File: config.mk
export PLATFORM = sky130hd
export DESIGN_NAME = booth_r4_mul_flat
export DESIGN_NICKNAME = d
export VERILOG_FILES = /design/src/rtl/booth_r4_mul_if.sv /design/src/rtl/booth_r4_mul.sv /design/src/flat_wrapper.sv
export SDC_FILE = /design/constraint.sdc
export NUM_CORES = 1
export LEC_CHECK = 0
export CORE_UTILIZATION = 52
export CTS_BUF_LIST = sky130_fd_sc_hd__clkbuf_8
export CTS_CLUSTER_SIZE = 30
export DETAILED_ROUTE_END_ITERATION = 8
export PLACE_DENSITY = 0.88
export SETUP_SLACK_MARGIN = 0.05
export SKIP_LAST_GASP = 1
export SLEW_MARGIN = 20
export SYNTH_ARGS = -nofsm -noshare
export SYNTH_HDL_FRONTEND = slang
export SYNTH_SLANG_ARGS = --single-unit
export TNS_END_PERCENT = 30
File: constraint.sdc
create_clock -name clk -period 3.85 [get_ports clk]
set_input_delay 1.155 -clock clk [delete_from_list [all_inputs] [get_ports clk]]
set_output_delay 1.155 -clock clk [all_outputs]
set_load 0.1 [all_outputs]
File: src/rtl/booth_r4_mul_if.sv
`default_nettype none
// ------------------------------------------------------------------
// booth_r4_mul_if : start/busy/done handshake and operand/product bus
// Revision 1.0
// ------------------------------------------------------------------
interface booth_r4_mul_if #(
  parameter int WIDTH = 16
);
  logic               start;
  logic [WIDTH-1:0]   x;
  logic [WIDTH-1:0]   y;
  logic               is_signed;
  logic [2*WIDTH-1:0] z;
  logic               busy;
  logic               done;

  modport master (
    output start, x, y, is_signed,
    input  z, busy, done
  );

  modport slave (
    input  start, x, y, is_signed,
    output z, busy, done
  );
endinterface
`default_nettype wire

File: src/rtl/booth_r4_mul.sv
`default_nettype none
// ------------------------------------------------------------------
// booth_r4_mul : sequential radix-4 Booth multiplier, signed/unsigned
// Revision 1.0
// ------------------------------------------------------------------
module booth_r4_mul #(
  parameter int WIDTH = 16
) (
  input  logic          clk,
  input  logic          rst,
  booth_r4_mul_if.slave bus
);

  localparam int PW = WIDTH + 3;
  localparam int AW = 2 * WIDTH + 5;
  localparam int N  = WIDTH / 2 + 1;
  localparam int CW = $clog2(N + 1);

  localparam logic [1:0] IDLE = 2'd0;
  localparam logic [1:0] CALC = 2'd1;
  localparam logic [1:0] FIN  = 2'd2;

  generate
    if (WIDTH < 4 || (WIDTH % 2) != 0) begin : g_bad_width
      $error("booth_r4_mul: WIDTH must be even and >= 4");
    end
  endgenerate

  logic [1:0]         state;
  logic [CW-1:0]      cnt;
  logic [PW-1:0]      xe;
  logic [PW-1:0]      mr;
  logic [AW-1:0]      acc;
  logic [2*WIDTH-1:0] prod;

  logic [PW-1:0]      pp;
  logic [PW-1:0]      sum;
  logic [AW-1:0]      acc_nxt;
  logic               last;

  // Booth digit from the low triplet of the shifting multiplier register
  always_comb begin
    pp = '0;
    case (mr[2:0])
      3'b001, 3'b010: pp = xe;
      3'b011:         pp = xe << 1;
      3'b100:         pp = ~(xe << 1) + 1'b1;
      3'b101, 3'b110: pp = ~xe + 1'b1;
      default:        pp = '0;
    endcase
  end

  assign sum     = acc[AW-1 -: PW] + pp;
  assign acc_nxt = $signed({sum, acc[WIDTH+1:0]}) >>> 2;
  assign last    = (cnt == CW'(N - 1));

  always_ff @(posedge clk) begin
    if (rst) begin
      state <= IDLE;
      cnt   <= '0;
      xe    <= '0;
      mr    <= '0;
      acc   <= '0;
      prod  <= '0;
    end else begin
      case (state)
        IDLE, FIN: begin
          if (bus.start) begin
            xe    <= {{3{bus.is_signed & bus.x[WIDTH-1]}}, bus.x};
            mr    <= {{2{bus.is_signed & bus.y[WIDTH-1]}}, bus.y, 1'b0};
            acc   <= '0;
            cnt   <= '0;
            state <= CALC;
          end else begin
            state <= IDLE;
          end
        end
        CALC: begin
          acc <= acc_nxt;
          mr  <= mr >> 2;
          cnt <= cnt + 1'b1;
          if (last) begin
            prod  <= acc_nxt[2*WIDTH-1:0];
            state <= FIN;
          end
        end
        default: state <= IDLE;
      endcase
    end
  end

  assign bus.z    = prod;
  assign bus.busy = (state == CALC);
  assign bus.done = (state == FIN);

endmodule
`default_nettype wire

File: src/flat_wrapper.sv
// flat-port wrapper written by rule: the top's interface ports become plain ports
module booth_r4_mul_flat 
#(
  parameter int WIDTH = 16
)
  (clk, rst, bus_start, bus_x, bus_y, bus_is_signed, bus_z, bus_busy, bus_done);
  booth_r4_mul_if #(.WIDTH(WIDTH)) bus_i ();
  input  logic clk;
  input  logic rst;
  input wire logic [$bits(bus_i.start)-1:0] bus_start;
  input wire logic [$bits(bus_i.x)-1:0] bus_x;
  input wire logic [$bits(bus_i.y)-1:0] bus_y;
  input wire logic [$bits(bus_i.is_signed)-1:0] bus_is_signed;
  output wire logic [$bits(bus_i.z)-1:0] bus_z;
  output wire logic [$bits(bus_i.busy)-1:0] bus_busy;
  output wire logic [$bits(bus_i.done)-1:0] bus_done;
  assign bus_i.start = bus_start;
  assign bus_i.x = bus_x;
  assign bus_i.y = bus_y;
  assign bus_i.is_signed = bus_is_signed;
  assign bus_z = bus_i.z;
  assign bus_busy = bus_i.busy;
  assign bus_done = bus_i.done;
  booth_r4_mul #(.WIDTH(WIDTH)) u_core (.clk(clk), .rst(rst), .bus(bus_i));
endmodule
==> out/metrics.csv, run 1 <==
metric,value,unit
failed_checks,setup timing,
synth.ff_latch_count,106,
layout.area.seq,2120,um^2
final.setup.worst_slack,-199,ps
tritoncts_buffers,9,
rsz0062_at_grt,yes,
diodes,0,
type_of_the_tightest_min_delay_check,flip-flop to flip-flop,
clk_pin_slew_worst_paths,110,ps
global_route_wire_length_before_repair,24000,um
multiInputGateArea,3400,um^2
grt_overflow_total,0,
critical_path.startpoint_type,flip-flop,
setup.worst_path.end,u_core.acc[35],
worst_skew_pair.late_latency,370,ps
slew_headroom,35.3,%
worst_ep_arrival_time,4320,ps
timing.clock.skew,16.3,ps
grt_start_max_net_pins,82,
ys_async_sr_fraction,0,%
irDropWorstVdd,302,uV
number_of_enable_type_register_cells_in_the_synthesized_netlist,0,
final-instance-count-excl-fill,972,
setup.reg_to_reg.worst_slack,-200,ps
placementRows,38,
timing.final.crit_share,105,%
setup.worst_path.start,u_core.xe[6],
crit_path_end_kind,flip-flop,
timing.critical_path.slowest_stage_cell,sky130_fd_sc_hd__or4_4,
critical_path.max_stage_delay,530,ps
synthDominantCellAreaShare,36.9,%
path_length_in_cells_of_the_critical_path,15,
netlist_top_cells_area,"sky130_fd_sc_hd__dfxtp_1 37%, sky130_fd_sc_hd__nand2_1 9.3%, sky130_fd_sc_hd__a21oi_1 7.9%",
yosysMostFrequentCell,sky130_fd_sc_hd__nand2_1,
fmaxAchievable,0.247,GHz
depth_of_the_worst_register_to_register_path,15,
cts_root_buffer,sky130_fd_sc_hd__clkbuf_8,
finalSetupViolations,1,
required_time_worst_endpoint,4120,ps
layout.nets,885,
yosys_most_used_dff,sky130_fd_sc_hd__dfxtp_1,
die-height,107,um
min_from,u_core.bus.z[27],
start_util,53.3,%
cell_leakage_power,2.83,nW
mappedNetlistArea,5750,um^2
cts_max_path_buffers,2,
final_max_slew_viol_count,0,
critPathTopFamily,simple AND/OR/NAND/NOR gates,
power.density_cell_area,335,nW/um^2
final_hold_vio_count,0,
gp_congestion,0.933,
placed_cells,954,
worstPathBufferInverterCount,1,
count_of_unresolved_drc_violations_after_routing,0,
total_power,0.00236,W
synth_sequential_area_ratio,36.9,%
post_route_cells_drive_above_1_share,15.7,%
avgSynthCellArea,7.77,um^2
i_o_pin_cnt,70,
area_delta_synth_final,22.5,%
final.fill_count,896,
max_cap_viol_count,0,
die_area,11500,um^2
core_region_area,10800,um^2
first_global_vias,5117,
synth_cells,740,
worstMarginPinSlew,968,ps
synth_area_leader_cell,sky130_fd_sc_hd__dfxtp_1,
detailedPlacementHpwl,10000,um
synth.top_cells.by_count,"142 x sky130_fd_sc_hd__nand2_1, 106 x sky130_fd_sc_hd__dfxtp_1, 91 x sky130_fd_sc_hd__a21oi_1, 59 x sky130_fd_sc_hd__nor2_1, 46 x sky130_fd_sc_hd__a22oi_1",
cts_num_sinks,106,
post_drt_wl_per_cell,14.7,um
grt_use_total,25.9,%
drt_pass1_iterations,5,
run_status,"complete, but fails checks",
viasPerCell,5.76,
critical_path.reg2reg.endpoint,u_core.acc[35],
synth.distinct_cells,64,
sum_of_routed_wire_length_over_all_layers,14300,um
grt_antenna_before_repair,0,
num_vias,5603,
timing.critical_path.cells,or4_4 -> buf_4 -> or3_4 -> or3b_4 -> nand2_2 -> xnor2_1 -> a221oi_2 -> o21ai_1 -> ha_1 -> a21o_1 -> a21o_1 -> o31a_1 -> or3_1 -> and4b_1 -> a211o_1,
timing.final.crit_period,4050,ps
tritoncts,yes,
fp.dieW,107,um
synthesis.nets,798,
ys.warnings.count,0,
htree_num_levels,3,
cp_common_cell,sky130_fd_sc_hd__a21o_1,
timing.rr.start,u_core.xe[6],
timing_worst_setup_path_type,flip-flop to flip-flop,
dr.first_iter.drc_count,354,
antenna_violating_nets_post_route,0,
worstPathMaxFanout,4,
port_buffers,69,
-- worst min path at each step --
stage | endpoint | slack [ps] | depth (start not counted)
final | u_core.bus.z[27] | 460 | 2
after global placement | u_core.acc[30] | 440 | 2
after detailed placement | u_core.bus.z[1] | 450 | 2
after floorplan | u_core.acc[30] | 430 | 2
after global routing | u_core.bus.z[1] | 480 | 2
after CTS | u_core.bus.z[1] | 460 | 2
-- worst reg2reg max path: cells and delay by family, from the launching register on --
kind                     cells  cell delay (ps)
AND/OR/NAND/NOR              6             1850
buffers and inverters        1              160
flip-flops                   1              330
XOR/XNOR                     1               90
AO/OA/AOI/OAI                6             1190
adder cells (fa/ha/maj)      1              330
-- report_power, final --
part	internal (W)	switching, W	leakage [nW]
sequential	0.00113	0.0000258	0.860
combinational	0.000236	0.000288	1.87
clock	0.000267	0.000412	0.102
total	0.00163	0.000726	2.83
-- placed cells by master, fill, tap and decap left out, drive strengths merged, types with 15 or more instances in the layout --
cell type	synthesis	final
nor2	59	59
nor3	16	16
nand2	143	143
a21oi	91	91
o21ai	33	33
clkdlybuf4s50	0	46
a22oi	47	47
xnor2	18	18
buf	11	85
ha	21	21
inv	11	15
dfxtp	106	106
-- state kept, by name, summed over array words and instances, names as in the netlist --
register,cells
u_core.acc,33
u_core.bus.z,32
u_core.cnt,4
u_core.mr,18
u_core.state,2
u_core.xe,17
-- final cells by class --
| cell class | count | area share (%) |
|---|---|---|
| sequential | 106 | 30.1 |
| clock buffer | 10 | 1.95 |
| clock inverter | 6 | 0.746 |
| timing repair buffer | 131 | 15.8 |
| inverter | 11 | 0.586 |
| tap | 140 | 2.49 |
| multi-input combinational | 568 | 48.3 |
-- repair_timing --
item / CTS / global route
cloned: 0 / 0
endpoints found under the setup margin: 5 / 13
gates resized for setup: 0 / 12
hold buffers: 0 / 0
buffers inserted: 2 / 0
pin swaps: 3 / 0
-- per-stage QoR --
stage | utilization, % | setup slack (ps) | area, um^2 | hold slack [ps] | TNS, ps
after floorplan | - | -242 | 5770 | 427 | -242
after global placement | 62.8 | -120 | 6780 | 438 | -120
after detailed placement | 62.8 | -170 | 6780 | 446 | -170
after CTS | 64.7 | -190 | 6980 | 461 | -202
after global routing | 65.2 | -392 | 7040 | 478 | -400
final | 65.2 | -199 | 7040 | 458 | -199
-- logic make-up after synthesis --
family	synth area share [%]
XOR/XNOR	4.42
buffers and inverters	5.35
AND/OR/NAND/NOR	23.2
flip-flops	36.9
adder cells (fa/ha/maj)	4.92
AO/OA/AOI/OAI	24.8
multiplexers	0.348
-- routing by layer --
metal | track usage, % | share of wire (%) | up-vias
met4 | 9.20 | 2.0 | 0
met3 | 4.56 | 5.4 | 21
met5 | 0 | 0 | -
met2 | 42.9 | 48 | 168
met1 | 33.8 | 45 | 2633
li1 | - | - | 2781
Note: power is estimated with default switching activity, not from simulation.
==> run 2: changes to the inputs <==
- SKIP_CTS_REPAIR_TIMING: not set -> 1
==> run 2 against run 1 <==
Compared with the run above: the flow still finishes with violations (setup timing); register-to-register slack is essentially flat; first-iteration DRC count grew 9.3%; clock power is essentially flat; final cell count shrank 0.10%; clock skew is essentially flat; flip-flop and latch count is the same; global-route usage shrank 0.078 points; via count shrank 0.12%; maximum frequency is essentially flat; critical endpoint unchanged; largest power group unchanged.
==> out/metrics.csv, run 2 (synthesized netlist as in run 1, its figures left out) <==
metric,value,unit,change
timing_worst_setup_path_type,flip-flop to flip-flop,,
timing.critical_path.slowest_stage_cell,sky130_fd_sc_hd__or4_4,,
detailedPlacementHpwl,10000,um,unchanged
grt_start_max_net_pins,82,,unchanged
critPathTopFamily,simple AND/OR/NAND/NOR gates,,
critical_path.reg2reg.endpoint,u_core.acc[35],,
die_area,11500,um^2,unchanged
diodes,0,,unchanged
run_status,"complete, but fails checks",,
grt_use_total,25.8,%,-0.078 points
worstMarginPinSlew,968,ps,+0.000119 ps
count_of_unresolved_drc_violations_after_routing,0,,unchanged
worst_ep_arrival_time,4330,ps,about the same
viasPerCell,5.76,,about the same
required_time_worst_endpoint,4120,ps,about the same
grt_antenna_before_repair,0,,unchanged
final.fill_count,893,,-0.33%
i_o_pin_cnt,70,,unchanged
final_max_slew_viol_count,0,,unchanged
worstPathMaxFanout,4,,unchanged
critical_path.startpoint_type,flip-flop,,
clk_pin_slew_worst_paths,100,ps,about the same
path_length_in_cells_of_the_critical_path,15,,unchanged
worst_skew_pair.late_latency,380,ps,about the same
placed_cells,954,,unchanged
critical_path.max_stage_delay,530,ps,about the same
sum_of_routed_wire_length_over_all_layers,14200,um,-0.62%
final-instance-count-excl-fill,971,,-0.10%
crit_path_end_kind,flip-flop,,
max_cap_viol_count,0,,unchanged
irDropWorstVdd,301,uV,-0.42%
cts_num_sinks,106,,unchanged
port_buffers,69,,unchanged
worstPathBufferInverterCount,1,,unchanged
slew_headroom,35.3,%,unchanged
grt_overflow_total,0,,unchanged
gp_congestion,0.933,,unchanged
final_hold_vio_count,0,,unchanged
failed_checks,setup timing,,
antenna_violating_nets_post_route,0,,unchanged
layout_commonest_cell,sky130_fd_sc_hd__nand2_1,,
timing.rr.start,u_core.xe[6],,
mostFrequentLayoutCells,"142 x sky130_fd_sc_hd__nand2_1, 106 x sky130_fd_sc_hd__dfxtp_1, 89 x sky130_fd_sc_hd__a21oi_1, 83 x sky130_fd_sc_hd__buf_4, 57 x sky130_fd_sc_hd__nor2_1",,
placementRows,38,,unchanged
num_vias,5596,,-0.12%
finalSetupViolations,1,,unchanged
power.density_cell_area,334,nW/um^2,-0.15%
cts_root_buffer,sky130_fd_sc_hd__clkbuf_8,,
layout.nets,884,,-0.11%
area_delta_synth_final,22.4,%,about the same
die-height,107,um,unchanged
timing.final.crit_share,105,%,about the same
drt_pass1_iterations,5,,unchanged
largest_reg_flops,33,,unchanged
place_worst_setup_slack,-170,ps,unchanged
tritoncts,yes,,
cell_leakage_power,2.82,nW,-0.19%
setup.reg_to_reg.worst_slack,-200,ps,about the same
cp_common_cell,sky130_fd_sc_hd__a21o_1,,
core_region_area,10800,um^2,unchanged
post_drt_wl_per_cell,14.7,um,-0.52%
holdPathEnd,u_core.bus.z[27],,
hold_path_depth,2,,unchanged
type_of_the_tightest_min_delay_check,flip-flop to flip-flop,,
rsz0062_at_grt,yes,,
fmaxAchievable,0.247,GHz,about the same
final.setup.worst_slack,-202,ps,-3.22 ps
min_from,u_core.bus.z[27],,
timing.final.crit_period,4050,ps,+3.22 ps
largest-register,u_core.acc,,
first_global_vias,5102,,-0.29%
post_route_cells_drive_above_1_share,15.8,%,+0.019 points
global_route_wire_length_before_repair,23900,um,-0.26%
tritoncts_buffers,9,,unchanged
fp.dieW,107,um,unchanged
fin_worst_hold_slack,457,ps,-1.07 ps
depth_of_the_worst_register_to_register_path,15,,unchanged
dr.first_iter.drc_count,387,,+9.3%
htree_num_levels,3,,unchanged
start_util,53.3,%,unchanged
timing.clock.skew,16.5,ps,+0.168 ps
timing.critical_path.cells,or4_4 -> buf_4 -> or3_4 -> or3b_4 -> nand2_2 -> xnor2_1 -> a221oi_2 -> o21ai_1 -> ha_1 -> a21o_1 -> a21o_1 -> o31a_1 -> or3_1 -> and4b_1 -> a211o_1,,
cts_max_path_buffers,2,,unchanged
[run 2: power breakdown]
part	switching (W)	total (W)	internal, W
clock network	0.000410	0.000677	0.000267
logic	0.000287	0.000521	0.000234
registers	0.0000257	0.00115	0.00113
[run 2: worst max path at each step]
| stage | start | to | slack (ps) |
|---|---|---|---|
| 2_1_floorplan | u_core.xe[6] | u_core.acc[35] | -240 |
| 3_3_place_gp | u_core.xe[6] | u_core.acc[35] | -120 |
| 3_5_place_dp | u_core.xe[6] | u_core.acc[35] | -170 |
| 4_1_cts | u_core.xe[6] | u_core.acc[35] | -230 |
| 5_1_grt | u_core.xe[6] | u_core.acc[35] | -390 |
| 6_report | u_core.xe[6] | u_core.acc[35] | -200 |
[run 2: per-stage QoR]
step / instance area (um^2) / util (%) / power, W / TNS (ps)
after floorplan: 5770 / - / 0.00150 / -242
after global placement: 6780 / 62.8 / 0.00167 / -120
after detailed placement: 6780 / 62.8 / 0.00168 / -170
after CTS: 6970 / 64.6 / 0.00235 / -238
after global routing: 7040 / 65.2 / 0.00246 / -402
final: 7040 / 65.2 / 0.00235 / -202
[run 2: area by class of cell]
type	count	area [um^2]	share of cell area, %
sequential	106	2120	30.2
timing repair buffer	130	1100	15.7
tap	140	175	2.49
multi-input combinational	568	3410	48.4
clock buffer	10	138	1.96
clock inverter	6	52.6	0.747
inverter	11	41.3	0.587
[run 2: metal layers]
layer	routed length, um	global-route usage [%]
met5	0	0
met1	6330	33.7
met3	798	4.56
met2	6810	42.8
met4	303	9.00
[run 2: worst reg2reg max path, delay by kind of cell (launching register included)]
kind / cells / cell delay, ps
simple gates: 6 / 1850
xor+xnor: 1 / 90
compound gates: 6 / 1190
fa+ha+maj: 1 / 330
buf+inv: 1 / 160
flops: 1 / 320
